==> config.mk <==
export PLATFORM = sky130hd
export DESIGN_NAME = uart_tx
export DESIGN_NICKNAME = d
export VERILOG_FILES = /design/src/rtl/uart_pkg.sv /design/src/rtl/uart_tx_baud.sv /design/src/rtl/uart_tx.sv
export SDC_FILE = /design/constraint.sdc
export NUM_CORES = 1
export LEC_CHECK = 0
export ABC_AREA = 0
export CORE_MARGIN = 4
export CORE_UTILIZATION = 49
export DETAILED_ROUTE_END_ITERATION = 12
export HOLD_SLACK_MARGIN = 0.05
export PLACE_DENSITY_LB_ADDON = 0.25
export SLEW_MARGIN = 40
export SYNTH_ARGS = -nofsm -noshare
export SYNTH_HDL_FRONTEND = slang
export SYNTH_HIERARCHICAL = 1
export SYNTH_SLANG_ARGS = --single-unit
==> constraint.sdc <==
create_clock -name pclk -period 2.3 [get_ports pclk]
set_clock_uncertainty 0.1 [all_clocks]
set_input_delay 0.23 -clock pclk [delete_from_list [all_inputs] [get_ports pclk]]
set_output_delay 0.23 -clock pclk [all_outputs]
set_load 0.02 [all_outputs]
==> src/rtl/uart_pkg.sv <==
// -----------------------------------------------------------------------------
// uart_pkg
// Shared definitions for the UART transmit path: the transmitter FSM state
// encoding, default oversample factors, frame-length constants and the
// parity helper.
// -----------------------------------------------------------------------------
package uart_pkg;

    // Default oversample factors (apb_bsel = 0 selects HI, 1 selects LO).
    localparam int OVS_HI_DEF     = 16;
    localparam int OVS_LO_DEF     = 8;

    // Frame geometry, in bit periods.
    localparam int DATA_BITS      = 8;
    localparam int FRAME_BITS     = 10;  // start + 8 data + stop
    localparam int FRAME_BITS_PAR = 11;  // start + 8 data + parity + stop

    typedef enum logic [2:0] {
        ST_IDLE   = 3'd0,
        ST_START  = 3'd1,
        ST_DATA   = 3'd2,
        ST_PARITY = 3'd3,
        ST_STOP   = 3'd4
    } tx_state_t;

    // Even parity: the parity bit makes the total count of ones even.
    function automatic logic even_parity(input logic [DATA_BITS-1:0] d);
        return ^d;
    endfunction

endpackage

==> src/rtl/uart_tx_baud.sv <==
// -----------------------------------------------------------------------------
// uart_tx_baud
// Bit-period timer for the transmitter. A prescaler counts 0..apb_brg and
// advances an oversample counter that counts 0..OVS-1. bit_end marks the last
// pclk of a bit period, i.e. both counters at terminal count, so one bit
// lasts OVS * (apb_brg + 1) cycles.
//
// Ports:
//   pclk, prst_n  clock, async active-low reset
//   clr           synchronous clear of both counters (frame load / idle)
//   apb_brg       baud divisor (prescaler terminal count)
//   ovs_sel       0: OVS_HI, 1: OVS_LO
//   bit_end       last cycle of the current bit period
// -----------------------------------------------------------------------------
module uart_tx_baud #(
    parameter int OVS_HI = 16,
    parameter int OVS_LO = 8
) (
    input  logic       pclk,
    input  logic       prst_n,
    input  logic       clr,
    input  logic [7:0] apb_brg,
    input  logic       ovs_sel,
    output logic       bit_end
);

    localparam int OVS_MAX = (OVS_HI > OVS_LO) ? OVS_HI : OVS_LO;
    localparam int OW      = $clog2(OVS_MAX);

    logic [7:0]    pre_cnt;
    logic [OW-1:0] ovs_cnt;
    logic [OW-1:0] ovs_top;
    logic          pre_tc;
    logic          ovs_tc;

    assign ovs_top = ovs_sel ? OW'(OVS_LO - 1) : OW'(OVS_HI - 1);
    assign pre_tc  = (pre_cnt == apb_brg);
    assign ovs_tc  = (ovs_cnt == ovs_top);
    assign bit_end = pre_tc & ovs_tc;

    // Both counters wrap to zero on bit_end, so consecutive bits need no
    // explicit clear; clr is only used to align the first bit of a frame.
    always_ff @(posedge pclk or negedge prst_n) begin
        if (!prst_n) begin
            pre_cnt <= '0;
            ovs_cnt <= '0;
        end else if (clr) begin
            pre_cnt <= '0;
            ovs_cnt <= '0;
        end else if (pre_tc) begin
            pre_cnt <= '0;
            ovs_cnt <= ovs_tc ? '0 : ovs_cnt + 1'b1;
        end else begin
            pre_cnt <= pre_cnt + 1'b1;
        end
    end

endmodule

==> src/rtl/uart_tx.sv <==
// -----------------------------------------------------------------------------
// uart_tx
// UART serial transmitter. Pops one byte at a time from the APB-side TX FIFO
// and shifts it out on uart_txd as: start (0), 8 data bits LSB first,
// optional even parity (apb_d9 = 1), one stop bit (1). Back-to-back frames
// are sent with no idle time between the stop bit and the next start bit.
//
// Ports:
//   pclk, prst_n  clock, async active-low reset
//   apb_en        UART enable; low aborts any frame in progress
//   apb_tx_en     FIFO not empty and UART enabled
//   apb_data      FIFO head entry
//   apb_brg       baud divisor, static while apb_en = 1
//   apb_bsel      oversample select (0: OVS_HI, 1: OVS_LO), sampled at load
//   apb_d9        append even-parity bit, sampled at load
//   tx_txff_rd    one-cycle FIFO pop strobe (combinational)
//   tx_busy       frame in progress (registered)
//   uart_txd      serial output, idle high (registered)
// -----------------------------------------------------------------------------
module uart_tx
    import uart_pkg::*;
#(
    parameter int OVS_HI = OVS_HI_DEF,
    parameter int OVS_LO = OVS_LO_DEF
) (
    input  logic       pclk,
    input  logic       prst_n,
    input  logic       apb_en,
    input  logic       apb_tx_en,
    input  logic [7:0] apb_data,
    input  logic [7:0] apb_brg,
    input  logic       apb_bsel,
    input  logic       apb_d9,
    output logic       tx_txff_rd,
    output logic       tx_busy,
    output logic       uart_txd
);

    tx_state_t state;
    tx_state_t state_nxt;

    logic       load;      // pop + capture this cycle
    logic       cnt_clr;   // hold the bit timer at zero
    logic       bit_end;

    logic [7:0] shreg;     // remaining data bits, LSB goes out next
    logic [2:0] bit_idx;   // data bit currently on the line
    logic       par_q;     // parity of the captured byte
    logic       d9_q;      // frame format latched at load
    logic       sel_q;     // oversample select latched at load
    logic       txd_q;
    logic       busy_q;

    // -------------------------------------------------------------------------
    // Bit timer
    // -------------------------------------------------------------------------
    uart_tx_baud #(
        .OVS_HI (OVS_HI),
        .OVS_LO (OVS_LO)
    ) u_baud (
        .pclk    (pclk),
        .prst_n  (prst_n),
        .clr     (cnt_clr),
        .apb_brg (apb_brg),
        .ovs_sel (sel_q),
        .bit_end (bit_end)
    );

    // -------------------------------------------------------------------------
    // FSM: state register
    // -------------------------------------------------------------------------
    always_ff @(posedge pclk or negedge prst_n) begin
        if (!prst_n) state <= ST_IDLE;
        else         state <= state_nxt;
    end

    // -------------------------------------------------------------------------
    // FSM: next state
    // -------------------------------------------------------------------------
    always_comb begin
        state_nxt = state;
        if (!apb_en) begin
            state_nxt = ST_IDLE;
        end else begin
            case (state)
                ST_IDLE:   if (apb_tx_en) state_nxt = ST_START;
                ST_START:  if (bit_end)   state_nxt = ST_DATA;
                ST_DATA:   if (bit_end && bit_idx == 3'(DATA_BITS - 1))
                               state_nxt = d9_q ? ST_PARITY : ST_STOP;
                ST_PARITY: if (bit_end)   state_nxt = ST_STOP;
                ST_STOP:   if (bit_end)   state_nxt = apb_tx_en ? ST_START : ST_IDLE;
                default:                  state_nxt = ST_IDLE;
            endcase
        end
    end

    // -------------------------------------------------------------------------
    // FSM: outputs
    // The pop is Mealy so the next start bit can begin on the very edge that
    // ends the previous stop bit. Gating with apb_tx_en keeps the FIFO from
    // being read while empty.
    // -------------------------------------------------------------------------
    always_comb begin
        load    = apb_tx_en & apb_en &
                  ((state == ST_IDLE) | ((state == ST_STOP) & bit_end));
        cnt_clr = load | ~apb_en | (state == ST_IDLE);
    end

    assign tx_txff_rd = load;

    // -------------------------------------------------------------------------
    // Datapath: shift register, parity, serial line
    // uart_txd only moves on a load edge or a bit_end edge, so each level on
    // the line lasts exactly one bit period.
    // -------------------------------------------------------------------------
    always_ff @(posedge pclk or negedge prst_n) begin
        if (!prst_n) begin
            shreg   <= '0;
            bit_idx <= '0;
            par_q   <= 1'b0;
            d9_q    <= 1'b0;
            sel_q   <= 1'b0;
            txd_q   <= 1'b1;
            busy_q  <= 1'b0;
        end else begin
            busy_q <= (state_nxt != ST_IDLE);
            if (!apb_en) begin
                // Abort: the byte in flight is dropped, line returns to idle.
                txd_q   <= 1'b1;
                bit_idx <= '0;
            end else if (load) begin
                shreg   <= apb_data;
                par_q   <= even_parity(apb_data);
                d9_q    <= apb_d9;
                sel_q   <= apb_bsel;
                bit_idx <= '0;
                txd_q   <= 1'b0;          // start bit
            end else if (bit_end) begin
                case (state)
                    ST_START: begin
                        txd_q   <= shreg[0];
                        shreg   <= shreg >> 1;
                        bit_idx <= '0;
                    end
                    ST_DATA: begin
                        if (bit_idx == 3'(DATA_BITS - 1)) begin
                            txd_q <= d9_q ? par_q : 1'b1;
                        end else begin
                            txd_q   <= shreg[0];
                            shreg   <= shreg >> 1;
                            bit_idx <= bit_idx + 1'b1;
                        end
                    end
                    default: txd_q <= 1'b1;  // parity -> stop, stop -> idle
                endcase
            end
        end
    end

    assign tx_busy  = busy_q;
    assign uart_txd = txd_q;

endmodule

==> summary.md <==
| Metric | Value |
|---|---|
| Via count | approximately 1600 |
| Netlist cell types | between 40 and 50 |
| Clock latency on the worst-skew pair | roughly 290 ps |
| Die width | ~70 um |
| CP Launch Type | flop |
| Internal | between 0.0009 and 0.001 W |
| Measured slew at the worst slew-check pin | ~400 ps |
| Hold Buf Count CTS | 0 |
| EDFF count, synth | 0 |
| Final WL | about 4200 um |
| P_leak | 1.09 nW |
| Worst relative slew slack | between 70% and 80% |
| Initial antenna violation count | 0 |
| MaxCap Viol Count | 0 |
| Mean Syn Cell Area | roughly 10 um^2 |
| Clock Power Share | roughly a third |
| Die Height | 68.5 um |
| Sink Count | 31 |
| Clock tree from TritonCTS | built |
| DRC viols | 0 |
| Multiplexer share of the synthesized area | 1.12% |
| H-tree Lvls | 2 |
| Final hold vios | 0 |
| Drt first pass iters | 4 |
| Antenna-violating nets left | 0 |
| Grt ovf | 0 |
| Die area | 4690 um^2 |
| Worst Path Required | 2370 ps |
| Max rail drop VDD | 393 uV |
| Core area | approximately 3400 um^2 |
| Yosys warnings | 6 |
| Ant diodes | 0 |
| Slew Viols, Final | 0 |
| Syn-to-layout area delta | 36.1% |
| Switching share of total power | between 20% and 30% |
| Synth Area in Adders | around 2.8% |
| Post-synthesis simple-gate area fraction | 22.9% |
| FFs w/ async S/R, synth | 100% |
| First-pass GRT wire length | between 6000 and 7000 um |
| Initial DRC Count | 88 |
| IO Pins | 25 |
| Post-synthesis cell count | between 150 and 200 |
| CP max stage delay | just over 400 ps |
| Worst Setup Path Type | reg2reg |
| Pwr/cell area | between 500 and 600 nW/um^2 |
| Std-Cell Rows | 21 |
| WP buf/inv | 1 |
| Final core occ | 70.8% |
| Critical Path Fanout Max | 7 |
| Vias per std cell | around 5.6 |
| Final Cycle Share | just under 100% |
| Port Buffers | 24 |
| Critical path capture point type | flop |
| Gr usage total | between 20 and 25% |
| Largest net degree at the start of global routing | 32 |
| Syn Std Cell Area | between 1500 and 2000 um^2 |
| Part of the Yosys area used for sequential elements | 43.4% |
| Drt wl/cell | approximately 15 um |
| Combinational share of power | 17.7% |
| Vias in the first global route | approximately 1600 |
| Synth Area in Compound Gates | 14.1% |
| Worst path cell trace | ha_1 -> nand3_2 -> nor3_4 -> nand2b_4 -> nand4_2 -> buf_6 -> nand2_1 -> or2_4 -> nor3_1 -> a32o_1 |
| Synth Flop Type | dfrtp_1 |
| Layout cell share with drive strength beyond 1 | a little under a quarter |
| # fillers | 280 |
| Critical path arrival | roughly 2300 ps |
| Root Buffer | clkbuf_8 |
| Yosys reg bits | 31 |
| Cells after DPL | 262 |
| Family with the most delay on the worst path | simple AND/OR/NAND/NOR gates |
| Routability-driven placement congestion ratio | 0.795 |
| Inserted Clock Buffers | 5 |
| Final net count | around 260 |
| Highest clock rate | between 400 and 500 MHz |
| DPL Wire Length | slightly below 3000 um |
| Min cycle time layout | around 2200 ps |
| Sw Pwr | 0.000321 W |
| Largest family of logic cells by synthesized area | simple AND/OR/NAND/NOR gates |
| Layout Cells excl Fill | 279 |
| Worst hold path type | in2async |
| Outcome | completed |
| Setup violators final | 0 |
| Clk buf depth | 2 |
| Initial core utilization | between 50% and 60% |
| Sequential Power Share | 49.4% |
| Clk pin slew, worst setup/hold paths | 70 ps |
| Post-synthesis xor/xnor area fraction | 12.9% |
| CP max-delay cell | dfrtp_1 |
| Post-Syn Nets | about 200 |
[placed cells by master (no fill, tap or decap), types with 2 or more instances in the layout]
cell	n
clkdlybuf4s50_1	23
nand4_4	2
and3_1	9
clkbuf_8	5
a22oi_1	2
nor3_1	2
nor2b_1	4
mux2i_1	2
or3_1	3
a221o_1	6
xnor2_1	8
nand3_1	8
nand2_1	11
dfrtp_1	30
o21ai_0	6
nand2b_1	2
xnor2_2	8
buf_4	27
xor2_1	6
nor2_1	16
inv_1	6
a21oi_1	7
clkbuf_1	3
ha_1	4
o21ai_1	4
[synth_stat cells, types with 2 or more instances]
library cell  count  area [um^2]
o21ai_0           6         30.0
nand2b_1          3         18.8
a22oi_1           2         15.0
a21oi_1           7         35.0
xnor2_2           5         81.3
o21ai_1           4         20.0
mux2i_1           2         20.0
nand4_2           2         25.0
nor2_1           16         60.1
nand2_1          11         41.3
nor3_1            3         15.0
nand3_1           9         45.0
dfrtp_1          30          751
xnor2_1          11         96.3
xor2_1            6         52.6
and3_1            9         56.3
ha_1              4         50.1
nor2b_1           4         25.0
buf_2             2         10.0
buf_4             2         15.0
inv_1             6         22.5
a221o_1           6         60.1
or3_1             3         18.8
[through the flow]
step                      hold slack (ps)  cell area [um^2]  worst slack [ps]  total power [W]  TNS (ps)
after floorplan                      -166              1810             0.525         0.000734         0
after global placement                361              2230              -317         0.000822     -4110
after detailed placement              362              2230              -392         0.000830     -5800
after CTS                             245              2350              18.0          0.00125         0
after global routing                  285              2440             -8.75          0.00131     -8.75
final                                 232              2440              83.1          0.00125         0
[cell type report]
| cell class | instances | area (um^2) | share of cell area [%] |
|---|---|---|---|
| repair buffers | 53 | 469 | 19.3 |
| multi-input cells | 135 | 1030 | 42.3 |
| well taps | 46 | 57.6 | 2.36 |
| inverters | 6 | 22.5 | 0.924 |
| flip-flops and latches | 31 | 777 | 31.9 |
| clock buffers | 8 | 80.1 | 3.29 |
[power by group through the flow]
stage                     clock, W  combinational [W]  sequential, W
after floorplan                  0           0.000113       0.000620
after global placement           0           0.000200       0.000622
after detailed placement         0           0.000206       0.000624
after CTS                 0.000419           0.000211       0.000615
after global routing      0.000445           0.000242       0.000621
final                     0.000409           0.000221       0.000616
[cell families (layout without fill, tap and decap cells)]
logic type,Yosys count,in the layout
and+or+nand+nor,71,71
AOI/OAI and AO/OA,36,36
DFF,31,31
xor gates and xnor gates,22,22
buffers and inverters,11,67
adders and majority gates,4,4
muxes,2,2
[state kept, by name, indices dropped and copies added, names as in the netlist]
register	count
shreg	8
u_baud/pre_cnt	8
u_baud/ovs_cnt	4
bit_idx	3
state	3
d9_q	1
par_q	1
sel_q	1
tx_busy	1
uart_txd	1
[routing by layer]
layer / part of all wire, % / track usage, % / up-vias
li1: - / - / 741
met1: 41 / 23.9 / 774
met2: 52 / 33.7 / 41
met3: 5.0 / 5.91 / 7
met4: 1.6 / 8.19 / 0
met5: 0 / 0 / -
[worst paths after layout]
check | start | endpoint | slack [ps] | depth (start not counted)
min in group pclk | par_q | par_q | 370 | 2
min | prst_n | bit_idx[2] | 230 | 2
max in group asynchronous | prst_n | uart_txd | 1550 | 2
max reg2reg | u_baud/ovs_cnt[0] | u_baud/ovs_cnt[3] | 80 | 10
min reg2reg | par_q | par_q | 370 | 2
max | u_baud/ovs_cnt[0] | u_baud/ovs_cnt[3] | 80 | 10
[what timing repair did]
action / 4_1_cts / 5_1_grt
setup endpoints to repair: 10 / 10
endpoints found under the hold margin: 0 / 0
pin swaps: 0 / 8
buffers inserted: 0 / 9
gates resized for setup: 9 / 4
(Power assumes the default switching activity.)
